`config.mk`:
```
export PLATFORM = sky130hd
export DESIGN_NAME = serial_bit_gen
export DESIGN_NICKNAME = d
export VERILOG_FILES = /design/src/rtl/serial_bit_gen.sv
export SDC_FILE = /design/constraint.sdc
export NUM_CORES = 1
export LEC_CHECK = 0
export CORE_UTILIZATION = 25
export CTS_BUF_LIST = sky130_fd_sc_hd__clkbuf_4 sky130_fd_sc_hd__clkbuf_8
export DETAILED_ROUTE_END_ITERATION = 12
export GPL_TIMING_DRIVEN = 0
export SLEW_MARGIN = 20
export SYNTH_ARGS = -nofsm -noshare
export SYNTH_HDL_FRONTEND = slang
export SYNTH_SLANG_ARGS = --single-unit
```
`constraint.sdc`:
```
create_clock -name clock -period 2.2 [get_ports clock]
set_input_delay 0.66 -clock clock [delete_from_list [all_inputs] [get_ports clock]]
set_output_delay 0.66 -clock clock [all_outputs]
set_load 0.1 [all_outputs]
```
`src/rtl/serial_bit_gen.sv`:
```
// Parallel-to-serial bit generator with a one-entry holding register.
// Streams words back-to-back onto x_out for a single-bit sequence detector.
module serial_bit_gen #(
  parameter int WIDTH      = 8,
  parameter bit MSB_FIRST  = 1'b1,
  parameter bit IDLE_LEVEL = 1'b1
) (
  input  logic             clock,
  input  logic             reset,
  input  logic             flush,
  input  logic             load_valid,
  input  logic [WIDTH-1:0] data_in,
  output logic             load_ready,
  output logic             x_out,
  output logic             x_valid,
  output logic             word_done
);

  localparam int CW = (WIDTH > 1) ? $clog2(WIDTH) : 1;
  localparam logic [CW-1:0] LAST = CW'(WIDTH - 1);

  typedef enum logic {
    IDLE  = 1'b0,
    SHIFT = 1'b1
  } state_t;

  state_t           state_q;
  state_t           state_d;
  logic             hold_full_q;
  logic             hold_full_d;
  logic [WIDTH-1:0] hold_q;
  logic [WIDTH-1:0] hold_d;
  logic [WIDTH-1:0] shift_q;
  logic [WIDTH-1:0] shift_d;
  logic [CW-1:0]    bit_cnt_q;
  logic [CW-1:0]    bit_cnt_d;
  logic [CW-1:0]    bit_idx;

  logic accept;
  logic last_bit;
  logic xfer;

  assign load_ready = ~hold_full_q;
  assign accept     = load_valid & ~hold_full_q & ~flush;
  assign last_bit   = (state_q == SHIFT) && (bit_cnt_q == LAST);
  // Hold-to-shift moves only when the shifter is free or about to be.
  assign xfer       = hold_full_q &&
                      ((state_q == IDLE) || last_bit);

  always_comb begin
    state_d     = state_q;
    hold_full_d = hold_full_q;
    hold_d      = hold_q;
    shift_d     = shift_q;
    bit_cnt_d   = bit_cnt_q;

    unique case (state_q)
      IDLE: begin
        if (xfer) begin
          state_d   = SHIFT;
          shift_d   = hold_q;
          bit_cnt_d = '0;
        end
      end
      SHIFT: begin
        if (last_bit) begin
          bit_cnt_d = '0;
          if (hold_full_q) begin
            shift_d = hold_q;
          end else begin
            state_d = IDLE;
          end
        end else begin
          bit_cnt_d = bit_cnt_q + 1'b1;
        end
      end
    endcase

    // accept and xfer are disjoint: accept needs an empty hold.
    if (xfer) begin
      hold_full_d = 1'b0;
    end
    if (accept) begin
      hold_full_d = 1'b1;
      hold_d      = data_in;
    end

    if (flush) begin
      state_d     = IDLE;
      hold_full_d = 1'b0;
      bit_cnt_d   = '0;
    end
  end

  always_ff @(posedge clock) begin
    if (reset) begin
      state_q     <= IDLE;
      hold_full_q <= 1'b0;
      hold_q      <= '0;
      shift_q     <= '0;
      bit_cnt_q   <= '0;
    end else begin
      state_q     <= state_d;
      hold_full_q <= hold_full_d;
      hold_q      <= hold_d;
      shift_q     <= shift_d;
      bit_cnt_q   <= bit_cnt_d;
    end
  end

  assign bit_idx   = MSB_FIRST ? (LAST - bit_cnt_q) : bit_cnt_q;
  assign x_valid   = (state_q == SHIFT);
  assign x_out     = x_valid ? shift_q[bit_idx] : IDLE_LEVEL;
  assign word_done = last_bit;

endmodule

```
==> PnR_summary.wiki, run 1 <==
{| class="wikitable"
! Metric !! Value
|-
| Buf/Inv on CP || 2
|-
| Number of ports placed on the die boundary || 16
|-
| Vias post-DR || roughly 740
|-
| Pwr/cell area || a little under 600 nW/um2
|-
| Worst Hold Path EP || shift_q[0]$_SDFFE_PP0P_
|-
| Post-Layout Inst Area || roughly 1200 um2
|-
| Pins over their slew limit || 0
|-
| Synthesized Nets || 110
|-
| Critical path's largest stage delay || approximately 480 ps
|-
| Total number of placement rows || 21
|-
| Filler Cells Inserted || 346
|-
| Hold WC Path Type || reg -> reg
|-
| Endpoint arrival time on the critical path || approximately 1600 ps
|-
| H-tree levels || 1
|-
| First-pass GRT wire length || around 3200 um
|-
| Clock input transition at the sequential cells of the worst setup and hold paths || around 120 ps
|-
| Share of the clock period used by the worst path || 104.6%
|-
| HPWL reported at the end of detailed placement || 1340 um
|-
| TritonCTS clock tree || built
|-
| Critical Path End Type || output pin
|-
| Worst vdd rail ir drop || around 0.00017 V
|-
| Starting density of the core || about a quarter
|-
| Total clock buffers created by CTS || 3
|-
| DR WL/cell || between 10 and 15 um
|-
| Minimum setup slack after placement || -685.5 ps
|-
| Synth Cell Area || 898.4 um2
|-
| Total die area || about 3800 um2
|-
| Die extent in y || roughly 62 um
|-
| Pin count of the biggest net entering global routing || 13
|-
| Largest delay contributor family on the critical path || multiplexers
|-
| Max Cap Viol || 0
|-
| Yosys warns || 0
|-
| Via count of the first global-routing pass || 723
|-
| Number of buffers between clock root and the deepest sink || 2
|-
| Capture instance of the worst register-to-register path || shift_q[1]$_SDFFE_PP0P_
|-
| Area of the multi-input gates || around 430 um2
|-
| R2r setup slk || 630 ps
|-
| Synth-to-layout area growth || 29.11%
|-
| Critical hold path startpoint || shift_q[0]$_SDFFE_PP0P_
|-
| Detail-routed via count per cell || around 4.5
|-
| Number of failing hold endpoints at the final stage || 0
|-
| Initial antenna violation count || 0
|-
| GR Overflow Total || 0
|-
| Cell depth of the worst flop-to-flop path || 6
|-
| Commonest cells after routing, fill and taps aside || dfxtp_1 (18), mux2i_1 (13), clkdlybuf4s50_1 (11), nor2_1 (10), a21oi_1 (9)
|-
| Post-synth cell types || 22
|-
| CP required || ~1500 ps
|-
| Core area || 3390 um2
|-
| RR Startpoint || bit_cnt_q[1]$_SDFFE_PP0P_
|-
| Number of clock sinks || 21
|-
| Total power || roughly 670 uW
|-
| Remaining routing DRC violations || 0
|-
| Status || finished with violations
|-
| Share of layout cells above drive strength 1 || 14.66%
|-
| FF+latch area || between 400 and 500 um2
|-
| Mean post-synth cell area || 9.358 um2
|-
| Pin slew with the least headroom to its limit || between 900 and 1000 ps
|-
| Most frequent standard cell in the layout excluding fill and tap cells || dfxtp_1
|-
| Violated checks || negative setup slack
|-
| Maximum fanout encountered on the critical timing path || 5
|-
| GRT Overall Usage || between 10% and 20%
|-
| Relative slew margins || between 30% and 40%
|-
| Pleak || roughly 0.41 nW
|-
| Post-Route Skew || around 2.0 ps
|-
| Highest-delay cell along the critical path || mux4_2
|-
| Number of flip-flops and latches in the synthesized netlist || 21
|-
| Iteration count of the initial detailed-routing pass || 4
|-
| Master cell of the clock root buffer || clkbuf_4
|-
| Die Span X || ~62 um
|-
| Remaining number of nets flagged by the antenna check after routing || 0
|-
| Final critical path time including I/O delays and setup || around 2300 ps
|-
| Class of the most critical setup path || reg -> out
|-
| Achievable frequency || roughly 0.43 GHz
|-
| Instance area after placement || approximately 1100 um2
|-
| Antenna fix cells || 0
|-
| Number of instances in the synthesized netlist || 96
|-
| Total Wirelength || 1842 um
|-
| Buffers added on ports || 15
|-
| RSZ-0062 raised after global routing || true
|-
| Worst Setup Slack, final || -101.4 ps
|-
| Net total in the final layout || around 130
|-
| Drt first-iter violations || 27
|-
| Crit path cell chain || buf_6 -> mux2i_1 -> mux4_2 -> nand2_2 -> buf_12
|-
| Final setup fails || 2
|-
| Clock network latency to the later pin of the worst-skew pair || around 310 ps
|-
| Worst Hold Path Cells || 2
|-
| Sequential area share after synthesis || a little under half
|-
| Worst Setup Start Kind || flip-flop
|-
| Final weighted congestion in routability-driven placement || approximately 0.85
|}
==> per-layer routing <==
metal	vias to the layer above	part of all wire, %	track usage [%]
met5	-	0	0
met3	4	3.3	2.070
met4	0	1.5	6.984
met2	12	47	18.84
met1	344	48	14.23
li1	377	-	-
==> worst min-delay path, delay by kind of cell (launching register included) <==
kind	cells	cell delay (ps)
AOI/OAI and AO/OA	2	120
DFF	1	330
==> state kept, by name, indices dropped and copies added, names as in the netlist <==
signal,flops
hold_full_q,1
x_valid,1
bit_cnt_q,3
shift_q,8
hold_q,8
==> worst max path at each step <==
stage / start / to / cells past startpoint
4_1_cts: bit_cnt_q[2]$_SDFFE_PP0P_ / x_out / 5
6_report: bit_cnt_q[2]$_SDFFE_PP0P_ / x_out / 5
3_3_place_gp: bit_cnt_q[2]$_SDFFE_PP0P_ / x_out / 5
3_5_place_dp: bit_cnt_q[2]$_SDFFE_PP0P_ / x_out / 5
5_1_grt: bit_cnt_q[2]$_SDFFE_PP0P_ / x_out / 5
2_1_floorplan: bit_cnt_q[2]$_SDFFE_PP0P_ / x_out / 4
==> logic make-up (layout without fill, tap and decap cells) <==
family	after synthesis	in the layout	share of synthesized area (%)
flops	21	21	46.80
simple gates	28	28	15.46
mux	14	14	16.99
compound gates	20	20	11.98
fa+ha+maj	2	2	2.785
buf+inv	11	31	5.989
==> area by class of cell <==
cell class              count  area share (%)
repair buffers             16           14.56
flip-flops and latches     21           36.57
plain buffers               8           3.668
clock buffers               3           1.942
well taps                  46           4.962
multi-input cells          64           36.89
clock inverters             1          0.4315
inverters                   3          0.9709
==> through the flow <==
stage | TNS, ps | cells | util (%) | hold WS (ps)
final | -177.6 | 162 | 34.22 | 484.0
after global routing | -292.5 | 162 | 34.22 | 509.0
after CTS | -204.1 | 161 | 33.74 | 486.9
after detailed placement | -1533 | 157 | 32.78 | 469.3
after global placement | -1513 | 157 | 32.78 | 458.7
after floorplan | 0 | 96 | - | 443.1
==> synth_stat cells <==
cell / instances / share of area, %
a31oi_1: 1 / 0.70
and2_1: 1 / 0.70
nand3_1: 8 / 4.5
buf_6: 1 / 1.3
nand2b_1: 1 / 0.70
inv_1: 3 / 1.3
mux2i_1: 13 / 14
nor3b_1: 3 / 2.5
nor3_1: 3 / 1.7
dfxtp_1: 21 / 47
buf_4: 1 / 0.84
and2b_1: 1 / 0.84
clkbuf_1: 5 / 2.1
nand2_1: 1 / 0.42
buf_2: 1 / 0.56
a21oi_1: 9 / 5.0
nor2_1: 10 / 4.2
a211oi_1: 1 / 0.84
mux4_2: 1 / 2.5
a2111oi_0: 1 / 0.98
ha_1: 2 / 2.8
o21ai_0: 8 / 4.5
==> what timing repair did <==
action	CTS	global route
gates resized for setup	23	3
pin swaps	1	0
buffers inserted	0	1
endpoints found under the hold margin	0	0
hold buffers	0	0
setup endpoints to repair	4	3
==> power by group <==
part,leakage (nW),switching [mW],total [mW],internal [mW]
clock network,0.0177,0.123,0.191,0.0680
logic,0.219,0.0439,0.0805,0.0366
registers,0.172,0.00671,0.398,0.391
Power figures use the tool's default switching activity.
==> run 2: changes to the inputs <==
--- a/config.mk
+++ b/config.mk
@@ -9,6 +9,7 @@
 export CTS_BUF_LIST = sky130_fd_sc_hd__clkbuf_4 sky130_fd_sc_hd__clkbuf_8
 export DETAILED_ROUTE_END_ITERATION = 12
 export GPL_TIMING_DRIVEN = 0
+export PLACE_DENSITY_LB_ADDON = 0.05
 export SLEW_MARGIN = 20
 export SYNTH_ARGS = -nofsm -noshare
 export SYNTH_HDL_FRONTEND = slang
==> constraint.sdc (replaced) <==
create_clock -name clock -period 2.2 [get_ports clock]
set_input_delay 0.22 -clock clock [delete_from_list [all_inputs] [get_ports clock]]
set_output_delay 0.22 -clock clock [all_outputs]
set_load 0.1 [all_outputs]
==> run 2 against run 1 <==
  * Largest power group unchanged
  * Utilization shrank 0.70 points
  * Critical endpoint unchanged
  * The flow now finishes without violations
  * Die area is the same
  * Worst setup slack gained 220 ps
==> PnR_summary.wiki, run 2 (synthesis gave the netlist of run 1 again) <==
{| class="wikitable"
! Metric !! Value
|-
| GR Overflow Total || 0
|-
| Status || finished clean
|-
| Final weighted congestion in routability-driven placement || 0.6641
|-
| Hold WC Path Type || reg -> reg
|-
| DR WL/cell || 12.24 um
|-
| Starting density of the core || 26.50%
|-
| Worst Setup Start Kind || flip-flop
|-
| Pins over their slew limit || 0
|-
| Relative slew margins || 35.76%
|-
| RSZ-0062 raised after global routing || false
|-
| R2r setup slk || approximately 640 ps
|-
| Critical path origin || bit_cnt_q[2]$_SDFFE_PP0P_
|-
| Achievable frequency || 0.4798 GHz
|-
| Total power || 678.4 uW
|-
| Capture instance of the worst register-to-register path || shift_q[7]$_SDFFE_PP0P_
|-
| Share of layout cells above drive strength 1 || under 10%
|-
| Commonest cells after routing, fill and taps aside || dfxtp_1 (21), mux2i_1 (13), clkdlybuf4s50_1 (11), nor2_1 (10), a21oi_1 (9)
|-
| Total clock buffers created by CTS || 3
|-
| Largest delay contributor family on the critical path || multiplexers
|-
| Drt first-iter violations || 28
|-
| First-pass GRT wire length || between 3000 and 4000 um
|-
| Most frequent standard cell in the layout excluding fill and tap cells || dfxtp_1
|-
| Via count of the first global-routing pass || ~760
|-
| Crit path cell chain || buf_6 -> mux2i_1 -> mux4_2 -> nand2_1 -> buf_2
|-
| Total die area || between 3000 and 4000 um2
|-
| Highest-delay cell along the critical path || mux4_2
|-
| Filler Cells Inserted || 367
|-
| Pleak || 0.4043 nW
|-
| Cell depth of the worst flop-to-flop path || 6
|-
| Area of the multi-input gates || 424.2 um2
|-
| TritonCTS clock tree || built
|-
| Final setup fails || 0
|-
| Number of ports placed on the die boundary || 16
|-
| H-tree levels || 1
|-
| Clock input transition at the sequential cells of the worst setup and hold paths || around 120 ps
|-
| Pin slew with the least headroom to its limit || 962.0 ps
|-
| Max Cap Viol || 0
|-
| Critical Path End Type || output pin
|-
| Total number of placement rows || 21
|-
| Die Span X || between 60 and 70 um
|-
| Worst Hold Path Cells || 2
|-
| Core area || 3390 um2
|-
| Remaining routing DRC violations || 0
|-
| Largest registers in the final layout || hold_q: 8 flops, shift_q: 8 flops, bit_cnt_q: 3 flops
|-
| GRT Overall Usage || around 13%
|-
| CP required || between 1500 and 2000 ps
|-
| RR Startpoint || bit_cnt_q[0]$_SDFFE_PP0P_
|-
| Buffers added on ports || 15
|-
| Post-Route Skew || about 0.72 ps
|-
| Pwr/cell area || 597.2 nW/um2
|-
| Maximum fanout encountered on the critical timing path || 5
|-
| Worst vdd rail ir drop || roughly 0.00020 V
|-
| Number of clock sinks || 21
|-
| Number of buffers between clock root and the deepest sink || 2
|-
| Master cell of the clock root buffer || clkbuf_4
|-
| Class of the most critical setup path || reg -> out
|-
| Buf/Inv on CP || 2
|-
| HPWL reported at the end of detailed placement || around 1400 um
|-
| Iteration count of the initial detailed-routing pass || 2
|-
| Synth-to-layout area growth || 26.46%
|-
| Setup TNS || 0 ps
|-
| Share of the clock period used by the worst path || roughly 95%
|-
| Critical path's largest stage delay || between 400 and 500 ps
|-
| Pin count of the biggest net entering global routing || 12
|-
| Number of failing hold endpoints at the final stage || 0
|-
| FF+latch area || approximately 420 um2
|-
| Worst Hold Path EP || shift_q[5]$_SDFFE_PP0P_
|-
| Count of hold buffers inserted by post-cts repair || 0
|-
| Antenna fix cells || 0
|-
| Die extent in y || about 62 um
|-
| Total Wirelength || 1970 um
|-
| Net total in the final layout || 130
|-
| Initial antenna violation count || 0
|-
| Endpoint arrival time on the critical path || ~1900 ps
|-
| Remaining number of nets flagged by the antenna check after routing || 0
|-
| Vias post-DR || just over 700
|-
| Clock network latency to the later pin of the worst-skew pair || about 300 ps
|-
| Final critical path time including I/O delays and setup || 2084 ps
|-
| Detail-routed via count per cell || 4.497
|-
| Critical hold path startpoint || shift_q[5]$_SDFFE_PP0P_
|}
[run 2: cell types whose count changed in the layout (fill, tap and decap cells not counted), sizes merged]
cell	before	now
clkbuf	8	9
clkdlybuf4s15	0	2
dlymetal6s2s	0	1
clkinv	1	0
dlygate4sd2	1	0
buf	7	4
[run 2: worst min-delay path: cells and delay by family, from the launching register on]
kind / cells / cell delay (ps)
flip-flops: 1 / 320
AO/OA/AOI/OAI: 2 / 120
[run 2: final cells by class]
type,count,share of cell area [%]
multi-input cells,64,37.33
inverters,3,0.9912
plain buffers,8,3.744
flip-flops and latches,21,37.00
well taps,46,5.066
clock buffers,4,2.643
repair buffers,15,13.22
[run 2: how the worst max path moves through the flow]
stage | endpoint | slack [ps] | cells after the start
after floorplan | x_out | 70 | 1
after global placement | x_out | -260 | 5
after detailed placement | x_out | -270 | 5
after CTS | x_valid | 1 | 1
after global routing | x_out | 30 | 5
final | x_out | 120 | 5
[run 2: where the power goes]
group | internal, mW | switching, mW | total (mW)
clock | 0.0831 | 0.119 | 0.202
combinational | 0.0353 | 0.0435 | 0.0788
sequential | 0.391 | 0.00654 | 0.397
total | 0.509 | 0.169 | 0.678
[run 2: through the flow]
step / worst slack (ps) / hold WS [ps] / instance area [um2] / utilization (%) / cells
after floorplan: 67.20 / 292.8 / 898.4 / - / 96
after global placement: -259.0 / 466.0 / 1106 / 32.63 / 157
after detailed placement: -265.2 / 466.5 / 1106 / 32.63 / 157
after CTS: 1.048 / 484.3 / 1134 / 33.44 / 161
after global routing: 28.42 / 494.4 / 1136 / 33.52 / 161
final: 115.6 / 481.2 / 1136 / 33.52 / 161
[run 2: what timing repair did]
action | in CTS | in global routing
cloned | 0 | 0
resized for setup | 11 | 1
endpoints found under the setup margin | 3 | 1
buffers inserted | 0 | 0
[run 2: routing by layer]
layer  wire (um)  global-route usage (%)
met3          78                   3.313
met1         945                   14.07
met2         904                   21.43
met4          41                   7.302
met5           0                       0
==> run 3: changes to the inputs <==
--- a/config.mk
+++ b/config.mk
@@ -5,7 +5,7 @@
 export SDC_FILE = /design/constraint.sdc
 export NUM_CORES = 1
 export LEC_CHECK = 0
-export CORE_UTILIZATION = 25
+export CORE_UTILIZATION = 45
 export CTS_BUF_LIST = sky130_fd_sc_hd__clkbuf_4 sky130_fd_sc_hd__clkbuf_8
 export DETAILED_ROUTE_END_ITERATION = 12
 export GPL_TIMING_DRIVEN = 0
==> constraint.sdc (replaced) <==
create_clock -name clock -period 2.2 [get_ports clock]
set_input_delay 0.22 -clock clock [delete_from_list [all_inputs] [get_ports clock]]
set_output_delay 0.22 -clock clock [all_outputs]
set_load 0.005 [all_outputs]
==> run 3 against run 2 <==
  * First-iteration DRC count down 75%
  * Global-route usage is 7.0 points higher
  * Total power fell by 3.8%
  * Design area decreased by 2.2%
  * Fmax grew 7.7%
  * Clock power fell by 6%
  * Critical endpoint is now word_done
  * Highest routed layer is now met3
==> PnR_summary.wiki, run 3 (synthesis gave the netlist of run 1 again) <==
{| class="wikitable"
! Metric !! Value
|-
| Final weighted congestion in routability-driven placement || 0.8179
|-
| Master cell of the clock root buffer || clkbuf_4
|-
| Initial antenna violation count || 0
|-
| Critical Path End Type || output pin
|-
| Iteration count of the initial detailed-routing pass || 2
|-
| Antenna fix cells || 0
|-
| Finished Layout Cells || 140
|-
| Die Span X || between 40 and 50 um
|-
| Final critical path time including I/O delays and setup || a little under 2000 ps
|-
| Worst vdd rail ir drop || approximately 0.00046 V
|-
| Status || finished clean
|-
| R2r setup slk || just under 600 ps
|-
| Number of buffers inserted by post-CTS setup repair || 0
|-
| Via count of the first global-routing pass || roughly 640
|-
| Class of the most critical setup path || reg -> out
|-
| Detail-routed via count per cell || 5.157
|-
| First-pass GRT wire length || just under 3000 um
|-
| TritonCTS clock tree || built
|-
| Share of the clock period used by the worst path || 88.00%
|-
| Most frequent standard cell in the layout excluding fill and tap cells || dfxtp_1
|-
| Remaining routing DRC violations || 0
|-
| RSZ-0062 raised after global routing || false
|-
| Number of gates resized after cts || 0
|-
| Buffers added on ports || 15
|-
| Pin count of the biggest net entering global routing || 13
|-
| # placed instances || between 100 and 150
|-
| Number of ports placed on the die boundary || 16
|-
| Maximum fanout encountered on the critical timing path || 4
|-
| Achievable frequency || between 0.5 and 0.6 GHz
|-
| Worst Setup Start Kind || flip-flop
|-
| Pin slew with the least headroom to its limit || 472.1 ps
|-
| Hold WC Path Type || reg -> reg
|-
| HPWL reported at the end of detailed placement || 1239 um
|-
| Pwr/cell area || around 590 nW/um2
|-
| Pleak || ~0.39 nW
|-
| Setup TNS || 0 ps
|-
| Commonest cells after routing, fill and taps aside || dfxtp_1 (20), clkdlybuf4s50_1 (14), mux2i_1 (13), nor2_1 (10), a21oi_1 (9)
|-
| Relative slew margins || just under 70%
|-
| GRT Overall Usage || between 10% and 20%
|-
| DR WL/cell || between 10 and 15 um
|-
| Count of hold buffers inserted by post-cts repair || 0
|-
| Total die area || approximately 2200 um2
|-
| Post-Route Skew || ~6.8 ps
|-
| Pins over their slew limit || 0
|-
| Endpoint arrival time on the critical path || approximately 1700 ps
|-
| Total Wirelength || about 1700 um
|-
| Clock network latency to the later pin of the worst-skew pair || 310 ps
|-
| GR Overflow Total || 0
|-
| Number of buffers between clock root and the deepest sink || 2
|-
| Starting density of the core || ~50%
|-
| Largest registers in the final layout || hold_q: 8 flops, shift_q: 8 flops, bit_cnt_q: 3 flops
|-
| Number of failing hold endpoints at the final stage || 0
|-
| Die extent in y || between 40 and 50 um
|-
| H-tree levels || 1
|-
| Max Cap Viol || 0
|-
| Net total in the final layout || 130
|-
| Number of clock sinks || 21
|-
| Vias post-DR || 722
|-
| Remaining number of nets flagged by the antenna check after routing || 0
|-
| Total clock buffers created by CTS || 3
|-
| Final setup fails || 0
|-
| Total power || ~650 uW
|-
| Core area || 1802 um2
|-
| Synth-to-layout area growth || 23.68%
|-
| Total number of placement rows || 15
|-
| Clock input transition at the sequential cells of the worst setup and hold paths || between 100 and 150 ps
|-
| CP required || 1980 ps
|-
| Drt first-iter violations || 7
|-
| Share of layout cells above drive strength 1 || 7.826%
|}
## run 3: final timing paths
kind / from / end / depth (start not counted)
max: bit_cnt_q[0]$_SDFFE_PP0P_ / word_done / 4
min: hold_q[7]$_SDFFE_PP0P_ / shift_q[7]$_SDFFE_PP0P_ / 2
max reg2reg: bit_cnt_q[0]$_SDFFE_PP0P_ / shift_q[3]$_SDFFE_PP0P_ / 6
min reg2reg: hold_q[7]$_SDFFE_PP0P_ / shift_q[7]$_SDFFE_PP0P_ / 2
## run 3: per-stage QoR
stage               area (um2)  worst slack (ps)  hold WS (ps)  util [%]
finish                    1111             263.9         478.4     61.67
global route              1111             172.3         489.7     61.67
CTS                       1107             17.58         478.9     61.46
detailed placement        1080             379.0         459.4     59.93
global placement          1080             411.0         457.4     59.93
floorplan                898.4             851.2         292.8         -
## run 3: per-layer routing
layer	wire length [um]	global-route usage [%]	vias up
li1	-	-	371
met1	865	24.10	342
met2	829	32.22	9
met3	37	5.882	0
met4	0	6.857	0
met5	0	0	-
## run 3: cell type report
| class | instances | area [um2] |
|---|---|---|
| Buffer | 8 | 42.54 |
| Clock buffer | 3 | 22.52 |
| Clock inverter | 1 | 5.005 |
| Fill cell | 178 | 690.7 |
| Inverter | 3 | 11.26 |
| Multi-Input combinational cell | 64 | 424.2 |
| Sequential cell | 21 | 421.7 |
| Tap cell | 25 | 31.28 |
| Timing Repair Buffer | 15 | 152.6 |
## run 3: critical path: stages (launching register included)
cell and delay (ps):
dfxtp_1 420, ha_1 180, ha_1 190, and2_1 130, clkdlybuf4s50_1 490
## run 3: report_power, final
part	total [mW]	internal [mW]	switching (mW)
registers	0.397	0.391	0.00653
logic	0.0656	0.0358	0.0298
clock network	0.190	0.0678	0.122
total	0.652	0.494	0.158
